**config.mk**
```make
export PLATFORM = sky130hd
export DESIGN_NAME = wbi_fetch_arbiter_flat
export DESIGN_NICKNAME = d
export VERILOG_FILES = /design/src/rtl/wbi_fetch_arbiter_if.sv /design/src/rtl/wbi_fetch_arbiter.sv /design/src/flat_wrapper.sv
export SDC_FILE = /design/constraint.sdc
export NUM_CORES = 1
export LEC_CHECK = 0
export BUFFER_PORTS_ARGS = -buffer_cell sky130_fd_sc_hd__buf_2
export CAP_MARGIN = 10
export CORE_AREA = 8 8 226 228
export DETAILED_ROUTE_END_ITERATION = 6
export DIE_AREA = 0 0 234 236
export GPL_TIMING_DRIVEN = 1
export PLACE_DENSITY = 0.43
export SLEW_MARGIN = 20
export SYNTH_ARGS = -nofsm -noshare
export SYNTH_HDL_FRONTEND = slang
export SYNTH_SLANG_ARGS = --single-unit
export TNS_END_PERCENT = 50
```
**constraint.sdc**
```tcl
create_clock -name clk -period 5.35 [get_ports clk]
set_input_delay 1.07 -clock clk [delete_from_list [all_inputs] [get_ports clk]]
set_output_delay 1.07 -clock clk [all_outputs]
set_load 0.005 [all_outputs]
```
**src/rtl/wbi_fetch_arbiter_if.sv**
```systemverilog
// Bundle of fetch-client request lines, grant/done status, BRAM port-B and tagged read-data signals.
// The master modport is the client/BRAM side; it also supplies bram_dout.
interface wbi_fetch_arbiter_if #(
  parameter int NUM_REQ    = 3,
  parameter int ADDR_WIDTH = 11,
  parameter int LEN_WIDTH  = 6,
  parameter int DATA_WIDTH = 256
) ();
  logic [NUM_REQ-1:0]            req;
  logic [NUM_REQ*ADDR_WIDTH-1:0] req_base;
  logic [NUM_REQ*LEN_WIDTH-1:0]  req_len;
  logic [NUM_REQ-1:0]            grant;
  logic [NUM_REQ-1:0]            done;
  logic                          busy;
  logic                          bram_en;
  logic [ADDR_WIDTH-1:0]         bram_addr;
  logic [DATA_WIDTH-1:0]         bram_dout;
  logic [DATA_WIDTH-1:0]         rd_data;
  logic                          rd_valid;
  logic [NUM_REQ-1:0]            rd_owner;

  modport slave (
    input  req, req_base, req_len, bram_dout,
    output grant, done, busy, bram_en, bram_addr, rd_data, rd_valid, rd_owner
  );

  modport master (
    output req, req_base, req_len, bram_dout,
    input  grant, done, busy, bram_en, bram_addr, rd_data, rd_valid, rd_owner
  );
endinterface

```
**src/rtl/wbi_fetch_arbiter.sv**
```systemverilog
// Round-robin sequencer sharing W_B_I_Buffer port B between fetch clients: one read per cycle,
// returning data tagged with its owner, and a done pulse aligned with the owner's last word.
module wbi_fetch_arbiter #(
  parameter int NUM_REQ      = 3,
  parameter int ADDR_WIDTH   = 11,
  parameter int LEN_WIDTH    = 6,
  parameter int DATA_WIDTH   = 256,
  parameter int READ_LATENCY = 2
) (
  input  logic                clk,
  input  logic                rst_n,
  wbi_fetch_arbiter_if.slave  bus
);

  localparam int IDX_W  = (NUM_REQ > 1) ? $clog2(NUM_REQ) : 1;
  localparam int DCNT_W = (READ_LATENCY > 1) ? $clog2(READ_LATENCY) : 1;

  typedef enum logic [1:0] {IDLE, FETCH, DRAIN} state_t;

  state_t                               r_state, w_state_nxt;
  logic [IDX_W-1:0]                     r_last, w_pick;
  logic [NUM_REQ-1:0]                   r_grant, w_done;
  logic [ADDR_WIDTH-1:0]                r_base, w_sel_base;
  logic [LEN_WIDTH-1:0]                 r_len, r_cnt, w_sel_len;
  logic [DCNT_W-1:0]                    r_dcnt;
  logic                                 w_start, w_bram_en;
  logic [READ_LATENCY-1:0]              r_vld;
  logic [READ_LATENCY-1:0][NUM_REQ-1:0] r_own;
  logic [DATA_WIDTH-1:0]                w_rd_data;

  // Scan from the farthest candidate toward last_grant+1 so the nearest requester wins.
  always_comb begin
    w_pick = r_last;
    for (int off = NUM_REQ; off >= 1; off--) begin
      if (bus.req[IDX_W'((int'(r_last) + off) % NUM_REQ)])
        w_pick = IDX_W'((int'(r_last) + off) % NUM_REQ);
    end
  end

  always_comb begin
    w_sel_base = '0;
    w_sel_len  = '0;
    for (int i = 0; i < NUM_REQ; i++) begin
      if (w_pick == IDX_W'(i)) begin
        w_sel_base = bus.req_base[i*ADDR_WIDTH +: ADDR_WIDTH];
        w_sel_len  = bus.req_len[i*LEN_WIDTH +: LEN_WIDTH];
      end
    end
  end

  // NOTE: state and all other flops use non-blocking assignments so every register samples
  // pre-edge values; blocking here would create order-dependent simulation races.
  always_ff @(posedge clk or negedge rst_n) begin
    if (!rst_n) r_state <= IDLE;
    else        r_state <= w_state_nxt;
  end

  // NOTE: every output of this block gets a default first, so no path leaves one unassigned
  // and no latch is inferred.
  always_comb begin
    w_state_nxt = r_state;
    w_start     = 1'b0;
    w_bram_en   = 1'b0;
    w_done      = '0;
    case (r_state)
      IDLE: begin
        if (|bus.req) begin
          w_start     = 1'b1;
          w_state_nxt = FETCH;
        end
      end
      FETCH: begin
        if (r_len == '0) begin
          w_done      = r_grant;
          w_state_nxt = IDLE;
        end else begin
          w_bram_en = 1'b1;
          if (r_cnt == r_len - LEN_WIDTH'(1)) w_state_nxt = DRAIN;
        end
      end
      DRAIN: begin
        // The last read returns READ_LATENCY cycles after its enable, i.e. in the final DRAIN cycle.
        if (r_dcnt == DCNT_W'(READ_LATENCY - 1)) begin
          w_done      = r_grant;
          w_state_nxt = IDLE;
        end
      end
      default: w_state_nxt = IDLE;
    endcase
  end

  always_ff @(posedge clk or negedge rst_n) begin
    if (!rst_n) begin
      r_last  <= IDX_W'(NUM_REQ - 1);
      r_grant <= '0;
      r_base  <= '0;
      r_len   <= '0;
      r_cnt   <= '0;
      r_dcnt  <= '0;
    end else begin
      if (w_start) begin
        r_last  <= w_pick;
        r_grant <= NUM_REQ'(1) << w_pick;
        r_base  <= w_sel_base;
        r_len   <= w_sel_len;
        r_cnt   <= '0;
        r_dcnt  <= '0;
      end else if (r_state != IDLE && w_state_nxt == IDLE) begin
        r_grant <= '0;
      end
      if (w_bram_en)         r_cnt  <= r_cnt + 1'b1;
      if (r_state == DRAIN)  r_dcnt <= r_dcnt + 1'b1;
    end
  end

  // Valid/owner pipeline mirrors the BRAM read latency; reset clears in-flight reads.
  always_ff @(posedge clk or negedge rst_n) begin
    if (!rst_n) begin
      r_vld <= '0;
      r_own <= '0;
    end else begin
      r_vld[0] <= w_bram_en;
      r_own[0] <= w_bram_en ? r_grant : '0;
      for (int i = 1; i < READ_LATENCY; i++) begin
        r_vld[i] <= r_vld[i-1];
        r_own[i] <= r_own[i-1];
      end
    end
  end

  assign w_rd_data     = bus.bram_dout;
  assign bus.rd_data   = w_rd_data;
  assign bus.rd_valid  = r_vld[READ_LATENCY-1];
  assign bus.rd_owner  = r_own[READ_LATENCY-1];
  assign bus.grant     = r_grant;
  assign bus.done      = w_done;
  assign bus.busy      = (r_state != IDLE);
  assign bus.bram_en   = w_bram_en;
  assign bus.bram_addr = w_bram_en ? r_base + ADDR_WIDTH'(r_cnt) : '0;

endmodule

```
**src/flat_wrapper.sv**
```systemverilog
// flat-port wrapper written by rule: the top's interface ports become plain ports
module wbi_fetch_arbiter_flat 
#(
  parameter int NUM_REQ      = 3,
  parameter int ADDR_WIDTH   = 11,
  parameter int LEN_WIDTH    = 6,
  parameter int DATA_WIDTH   = 256,
  parameter int READ_LATENCY = 2
)
  (clk, rst_n, bus_req, bus_req_base, bus_req_len, bus_bram_dout, bus_grant, bus_done, bus_busy, bus_bram_en, bus_bram_addr, bus_rd_data, bus_rd_valid, bus_rd_owner);
  wbi_fetch_arbiter_if #(.NUM_REQ(NUM_REQ), .ADDR_WIDTH(ADDR_WIDTH), .LEN_WIDTH(LEN_WIDTH), .DATA_WIDTH(DATA_WIDTH)) bus_i ();
  input  logic clk;
  input  logic rst_n;
  input wire logic [$bits(bus_i.req)-1:0] bus_req;
  input wire logic [$bits(bus_i.req_base)-1:0] bus_req_base;
  input wire logic [$bits(bus_i.req_len)-1:0] bus_req_len;
  input wire logic [$bits(bus_i.bram_dout)-1:0] bus_bram_dout;
  output wire logic [$bits(bus_i.grant)-1:0] bus_grant;
  output wire logic [$bits(bus_i.done)-1:0] bus_done;
  output wire logic [$bits(bus_i.busy)-1:0] bus_busy;
  output wire logic [$bits(bus_i.bram_en)-1:0] bus_bram_en;
  output wire logic [$bits(bus_i.bram_addr)-1:0] bus_bram_addr;
  output wire logic [$bits(bus_i.rd_data)-1:0] bus_rd_data;
  output wire logic [$bits(bus_i.rd_valid)-1:0] bus_rd_valid;
  output wire logic [$bits(bus_i.rd_owner)-1:0] bus_rd_owner;
  assign bus_i.req = bus_req;
  assign bus_i.req_base = bus_req_base;
  assign bus_i.req_len = bus_req_len;
  assign bus_i.bram_dout = bus_bram_dout;
  assign bus_grant = bus_i.grant;
  assign bus_done = bus_i.done;
  assign bus_busy = bus_i.busy;
  assign bus_bram_en = bus_i.bram_en;
  assign bus_bram_addr = bus_i.bram_addr;
  assign bus_rd_data = bus_i.rd_data;
  assign bus_rd_valid = bus_i.rd_valid;
  assign bus_rd_owner = bus_i.rd_owner;
  wbi_fetch_arbiter #(.NUM_REQ(NUM_REQ), .ADDR_WIDTH(ADDR_WIDTH), .LEN_WIDTH(LEN_WIDTH), .DATA_WIDTH(DATA_WIDTH), .READ_LATENCY(READ_LATENCY)) u_core (.clk(clk), .rst_n(rst_n), .bus(bus_i));
endmodule
```
==> results of run 1 <==
-- layout make-up --
class / count / area, um^2 / area share, %
Clock buffer: 5 / 125 / 3.15
Clock inverter: 3 / 43.8 / 1.10
Inverter: 13 / 48.8 / 1.23
Multi-Input combinational cell: 232 / 1570 / 39.5
Sequential cell: 39 / 977 / 24.6
Tap cell: 615 / 769 / 19.4
Timing Repair Buffer: 84 / 435 / 11.0
-- cells by family (layout without fill, tap and decap cells) --
family	Yosys count	count (layout)
simple gates	116	116
xor+xnor	19	19
fa+ha+maj	15	15
compound gates	63	63
flops	39	39
mux	19	19
buf+inv	290	105
-- cell usage after synthesis, types with 6 or more instances --
library cell / count
xnor2_1: 8
dfrtp_1: 38
nand2_1: 33
xor2_1: 11
mux2i_1: 19
ha_1: 14
inv_1: 12
clkbuf_1: 9
o21ai_0: 10
nor2_1: 20
a21oi_1: 14
o211ai_1: 17
and2_1: 8
nand4_1: 17
nand3_1: 12
o21ai_1: 6
buf_4: 259
nand2b_1: 8
buf_2: 8
-- power by group through the flow --
| stage | logic, mW | registers (mW) | clock network (mW) |
|---|---|---|---|
| after floorplan | 1.15 | 0.511 | 0 |
| after global placement | 1.51 | 0.573 | 0 |
| after detailed placement | 1.52 | 0.573 | 0 |
| after CTS | 1.52 | 0.567 | 0.395 |
| after global routing | 1.64 | 0.584 | 0.404 |
| final | 1.46 | 0.563 | 0.375 |
-- per-layer routing --
| layer | vias up | track usage, % |
|---|---|---|
| li1 | 1213 | - |
| met1 | 1295 | 5.86 |
| met2 | 325 | 9.98 |
| met3 | 96 | 3.97 |
| met4 | 0 | 3.24 |
| met5 | - | 0 |
-- worst max-delay path by stage --
| stage | endpoint | cells after the start |
|---|---|---|
| after floorplan | bus_bram_addr[6] | 8 |
| after global placement | u_core.r_len[1] | 8 |
| after detailed placement | u_core.r_len[0] | 8 |
| after CTS | bus_bram_addr[10] | 9 |
| after global routing | bus_bram_addr[10] | 9 |
| final | bus_bram_addr[10] | 9 |
-- metrics by stage --
step | cell area (um^2) | cells | setup WS [ns] | hold WS [ns] | util [%]
final | 3970 | 991 | 1.48 | 0.350 | 8.38
after global routing | 3970 | 991 | 1.22 | 0.367 | 8.38
after CTS | 3970 | 991 | 1.44 | 0.351 | 8.38
after detailed placement | 3800 | 983 | 1.72 | 0.336 | 8.02
after global placement | 3800 | 983 | 1.72 | 0.337 | 8.02
after floorplan | 4610 | 561 | 2.42 | 0.331 | -
-- worst max-delay path: cells and delay by family (launching register included) --
family	cells	cell delay [ns]
DFF	1	0.48
and+or+nand+nor	2	0.26
xor gates and xnor gates	1	0.21
AOI/OAI and AO/OA	3	0.72
buffers and inverters	1	0.13
adders and majority gates	2	0.69
-- state kept, by name, summed over array words and instances, names as in the netlist --
name / count
u_core.r_base: 11
u_core.r_cnt: 6
u_core.r_len: 6
u_core.bus.grant: 3
u_core.bus.rd_owner: 3
u_core.r_own: 3
u_core.r_last: 2
u_core.r_state: 2
u_core.r_vld: 2
u_core.r_dcnt: 1
==> reports/metrics.yaml, run 1 <==
synth-compound-area-share_pct: 8.98
ant_nets: 0
synth-simple-area-share_pct: 12.8
routedWlPerCell_um: 17.6
wl_met1_um: 6080
numCtsBuffers: 5
layout_common_cells: "78 x buf_2, 38 x dfrtp_1, 33 x nand2_1"
finalWirelength_um: 17400
synthMuxAreaShare_pct: 4.12
synthXorXnorAreaFrac_pct: 3.61
post-cts-setup-buffer-count: 0
grt_use_total_pct: 6.13
port-buffer-count: 78
clk_latency_ns: 0.31
cts_tree: "built"
slowest_stage: "dfrtp_1"
synth_flop_cell: "dfrtp_1"
yosys_warnings: 0
area_delta_synth_final_pct: -14.0
ios: 591
min_period_ns: 3.87
synthAdderAreaFrac_pct: 4.23
startpoint_type: "flop"
synth_cells: 561
synthArstFlopShare_pct: 100
power_density_mw_per_mm2: 606
cp_data_required_time_ns: 4.28
die_h_um: 236
syn-num-nets: 888
core-area_mm2: 0.0473
yosysTopAreaCell: "buf_4"
holdPathEnd: "u_core.bus.rd_owner[1]"
wl_met2_um: 8160
yosys-top-cells-area: "buf_4 42%, dfrtp_1 21%, mux2i_1 4.1%"
clk_root_buffer_cell: "clkbuf_16"
syn_area_per_cell_um2: 8.22
fillCellCount: 5522
dr.pass1.iters: 4
ys_ff_latch: 39
yosys.cell_types.count: 43
grt_max_degree: 40
critPathCaptureType: "output port"
antenna_found_initial: 6
power_leakage_nw: 1.62
num_rows: 80
grt_overflow: 0
rr_startpoint: "u_core.r_last[0]"
rr_endpoint: "u_core.r_len[0]"
synth_seq_area_share_pct: 21.2
viasPerCell: 2.96
fin_total_pwr_mw: 2.40
setup_violations: 0
met3WireLength_um: 2260
min_path_cells: 0
antenna_cells: 0
hold_path_class: "reg -> reg"
p_clk_share_pct: 15.6
cts_resized: 0
grt_pass1_wl_um: 23900
fp.dieArea_mm2: 0.0552
drv_cap: 0
cp_cell_sequence: "ha_1 > fa_1 > a21o_1 > a21oi_1 > o21ai_0 > nand4b_1 > xor2_1 > nor2_1 > buf_2"
sw_frac_of_total_pct: 50.9
netlist_area_mm2: 0.00461
synth_top_area_share_pct: 42.2
initial_core_util_pct: 9.74
hold_buffers: 0
nets: 702
cts_max_level: 2
grt_pass1_vias: 3156
gp_congestion: 0.697
drcViolationCount: 0
clockBufferDepth: 2
outcome: "finished, final reports clean"
slowest_delay_ns: 0.48
final_common_cell: "buf_2"
grt_setup_unrepaired: "no"
synth_top_family_by_area: "buffers and inverters"
hp-start: "u_core.r_own[1]"
ir_drop_mv: 0.173
max-slew-margin-rel_pct: 26.8
r2r_cells: 9
hold_viol_final: 0
die_w_um: 234
synth_edf_count: 0
p_seq_share_pct: 23.4
p_int_mw: 1.18
worstPathArrival_ns: 2.80
via_count: 2929
tns_ns: 0
post-dp-hpwl_um: 14300
crit_type: "reg -> out"
drive_gt1_share_pct: 26.3
drt_iter0_drc: 80
startpoint: "u_core.r_cnt[0]"
top_layer_used: "met4"
skew_ns: 0.0101
p_sw_mw: 1.22
finalCritPeriodShare_pct: 72.4
cts.clk_slew.worst_paths_ns: 0.07
rrSetupSlack_ns: 2.24
p_comb_share_pct: 61.0
max_freq_ghz: 0.258
report.final.slew_viol_count: 0
clock-sinks: 39
path_max_fanout: 6
worst_slew_pin_slew_ns: 1.10
Power figures use the tool's default switching activity.
==> run 2: changes to the inputs <==
--- a/config.mk
+++ b/config.mk
@@ -7,9 +7,9 @@
 export LEC_CHECK = 0
 export BUFFER_PORTS_ARGS = -buffer_cell sky130_fd_sc_hd__buf_2
 export CAP_MARGIN = 10
-export CORE_AREA = 8 8 226 228
+export CORE_AREA = 8 8 223 225
 export DETAILED_ROUTE_END_ITERATION = 6
-export DIE_AREA = 0 0 234 236
+export DIE_AREA = 0 0 231 233
 export GPL_TIMING_DRIVEN = 1
 export PLACE_DENSITY = 0.43
 export SLEW_MARGIN = 20
==> constraint.sdc (replaced) <==
create_clock -name clk -period 3.9 [get_ports clk]
set_input_delay 0.78 -clock clk [delete_from_list [all_inputs] [get_ports clk]]
set_output_delay 0.78 -clock clk [all_outputs]
set_load 0.005 [all_outputs]
==> run 2 against run 1 <==
  * Non-clock buffer count grew 6
  * Critical path depth unchanged
  * Register-to-register slack got worse by 1.1 ns
  * Clock skew down 0.0024 ns
  * Flip-flop and latch count did not move
  * Die area shrank 2.5%
  * Sequential share of layout area shrank 0.28 points
  * Setup slack got worse by 0.93 ns
==> reports/metrics.yaml, run 2 (synthesis gave the netlist of run 1 again) <==
outcome: "finished, final reports clean"
num_rows: 79  # -1.3%
drt_iter0_drc: 73  # -8.8%
top_regs: "u_core.r_base: 11 flops, u_core.r_cnt: 6 flops, u_core.r_len: 6 flops"
startpoint_type: "flop"
die_w_um: 231  # -1.3%
max_freq_ghz: 0.298
cts_max_level: 2  # unchanged
clk_root_buffer_cell: "clkbuf_16"
layout_common_cells: "78 x buf_2, 38 x dfrtp_1, 33 x nand2_1"
fin_total_pwr_mw: 3.32  # +38%
post-cts-setup-buffer-count: 0  # unchanged
crit_type: "reg -> out"
hold_buffers: 0  # unchanged
gp_congestion: 0.687  # -1.3%
area_delta_synth_final_pct: -13.0
ir_drop_mv: 0.198  # +15%
die_h_um: 233  # -1.3%
largest_reg_flops: 11  # unchanged
max-slew-margin-rel_pct: 55.5  # +29 points
drive_gt1_share_pct: 27.5  # +1.2 points
hold_path_class: "reg -> reg"
p_int_mw: 1.68  # +42%
initial_core_util_pct: 10.0  # +0.27 points
drv_cap: 0  # unchanged
p_sw_mw: 1.64  # +35%
hold_viol_final: 0  # unchanged
core-area_mm2: 0.0461  # -2.7%
grt_pass1_vias: 3154  # -0.063%
stdcell_count: 991  # unchanged
report.final.slew_viol_count: 0  # unchanged
grt_pass1_wl_um: 23600  # -1.4%
placed_cells: 981  # -0.20%
via_count: 2928  # -0.034%
finalCritPeriodShare_pct: 86.0
fillCellCount: 5427  # -1.7%
fp.dieArea_mm2: 0.0538  # -2.5%
worst_slew_pin_slew_ns: 0.667  # -0.429 ns
min_period_ns: 3.35
setup_violations: 0  # unchanged
worstPathArrival_ns: 2.57  # -0.23 ns
path_max_fanout: 6  # unchanged
routedWlPerCell_um: 17.9  # +1.4%
tns_ns: 0  # unchanged
nets: 708  # +0.85%
drcViolationCount: 0  # unchanged
final_common_cell: "buf_2"
antenna_found_initial: 12  # +6
clk_latency_ns: 0.30  # about the same
cp_data_required_time_ns: 3.12  # -1.16 ns
clock-sinks: 39  # unchanged
cts.clk_slew.worst_paths_ns: 0.07  # about the same
skew_ns: 0.00774  # -0.00237 ns
clockBufferDepth: 2  # unchanged
critPathCaptureType: "output port"
viasPerCell: 2.95  # about the same
grt_setup_unrepaired: "no"
p_clk_share_pct: 15.6  # about the same
grt_max_degree: 27  # -33%
post-dp-hpwl_um: 14800  # +3.5%
p_comb_share_pct: 61.3  # +0.3 points
p_seq_share_pct: 23.2  # -0.2 points
cts_resized: 0  # unchanged
top_register: "u_core.r_base"
finalWirelength_um: 17700  # +1.4%
numCtsBuffers: 5  # unchanged
dr.pass1.iters: 4  # unchanged
cts_tree: "built"
ant_nets: 0  # unchanged
ios: 591  # unchanged
power_density_mw_per_mm2: 829  # +37%
grt_use_total_pct: 6.33  # +0.20 points
sw_frac_of_total_pct: 49.5  # -1.4 points
power_leakage_nw: 1.65  # +2.0%
port-buffer-count: 78  # unchanged
grt_overflow: 0  # unchanged
## run 2: changes by cell type in the layout (fill, tap and decap cells not counted)
cell      previous run  this run
clkinv_4             1         0
buf_4                6        12
diode_2              0         2
clkbuf_8             0         1
## run 2: power groups by stage
stage,clock network (mW),registers [mW],logic [mW]
2_1_floorplan,0,0.701,1.58
3_3_place_gp,0,0.784,2.11
3_5_place_dp,0,0.788,2.11
4_1_cts,0.543,0.780,2.12
5_1_grt,0.556,0.801,2.29
6_report,0.517,0.770,2.04
## run 2: area by class of cell
class	count	area [um^2]	area share, %
tap	607	759	18.9
clock buffer	6	139	3.46
clock inverter	2	35.0	0.873
inverter	13	48.8	1.22
antenna	2	5.00	0.125
sequential	39	977	24.4
timing repair buffer	90	480	12.0
multi-input combinational	232	1570	39.1
## run 2: critical path, stage by stage, from the launching register on
cell and delay (ns):
dfrtp_1 0.45, ha_1 0.26, fa_1 0.41, a21o_1 0.20, a21oi_1 0.28, o21ai_0 0.17
nand4b_1 0.16, xor2_1 0.15, nor2_1 0.05, buf_2 0.14
## run 2: path summary, 6_finish.rpt
check | from | end | slack, ns | depth (start not counted)
worst min register to register | u_core.r_own[0] | u_core.bus.rd_owner[0] | 0.35 | 0
worst max register to register | u_core.r_last[0] | u_core.r_base[4] | 1.17 | 8
worst min-delay path | u_core.r_own[0] | u_core.bus.rd_owner[0] | 0.35 | 0
max in group asynchronous | rst_n | u_core.r_last[1] | 2.64 | 2
worst max-delay path | u_core.r_cnt[0] | bus_bram_addr[10] | 0.55 | 9
min in group asynchronous | rst_n | u_core.bus.rd_owner[1] | 0.51 | 1
## run 2: per-stage QoR
step                utilization (%)  setup slack, ns  hold slack, ns  instance area (um^2)
floorplan                         -             1.26           0.331                  4610
finish                         8.71            0.546           0.348                  4010
global placement               8.32            0.899           0.336                  3830
detailed placement             8.32            0.856           0.336                  3830
global route                   8.70            0.369           0.360                  4010
CTS                            8.70            0.504           0.351                  4010
## run 2: layer usage
layer / global-route usage (%) / part of all wire [%]
met5: 0 / 0.15
met4: 3.86 / 5.8
met3: 5.07 / 16
met2: 10.0 / 46
met1: 5.55 / 32
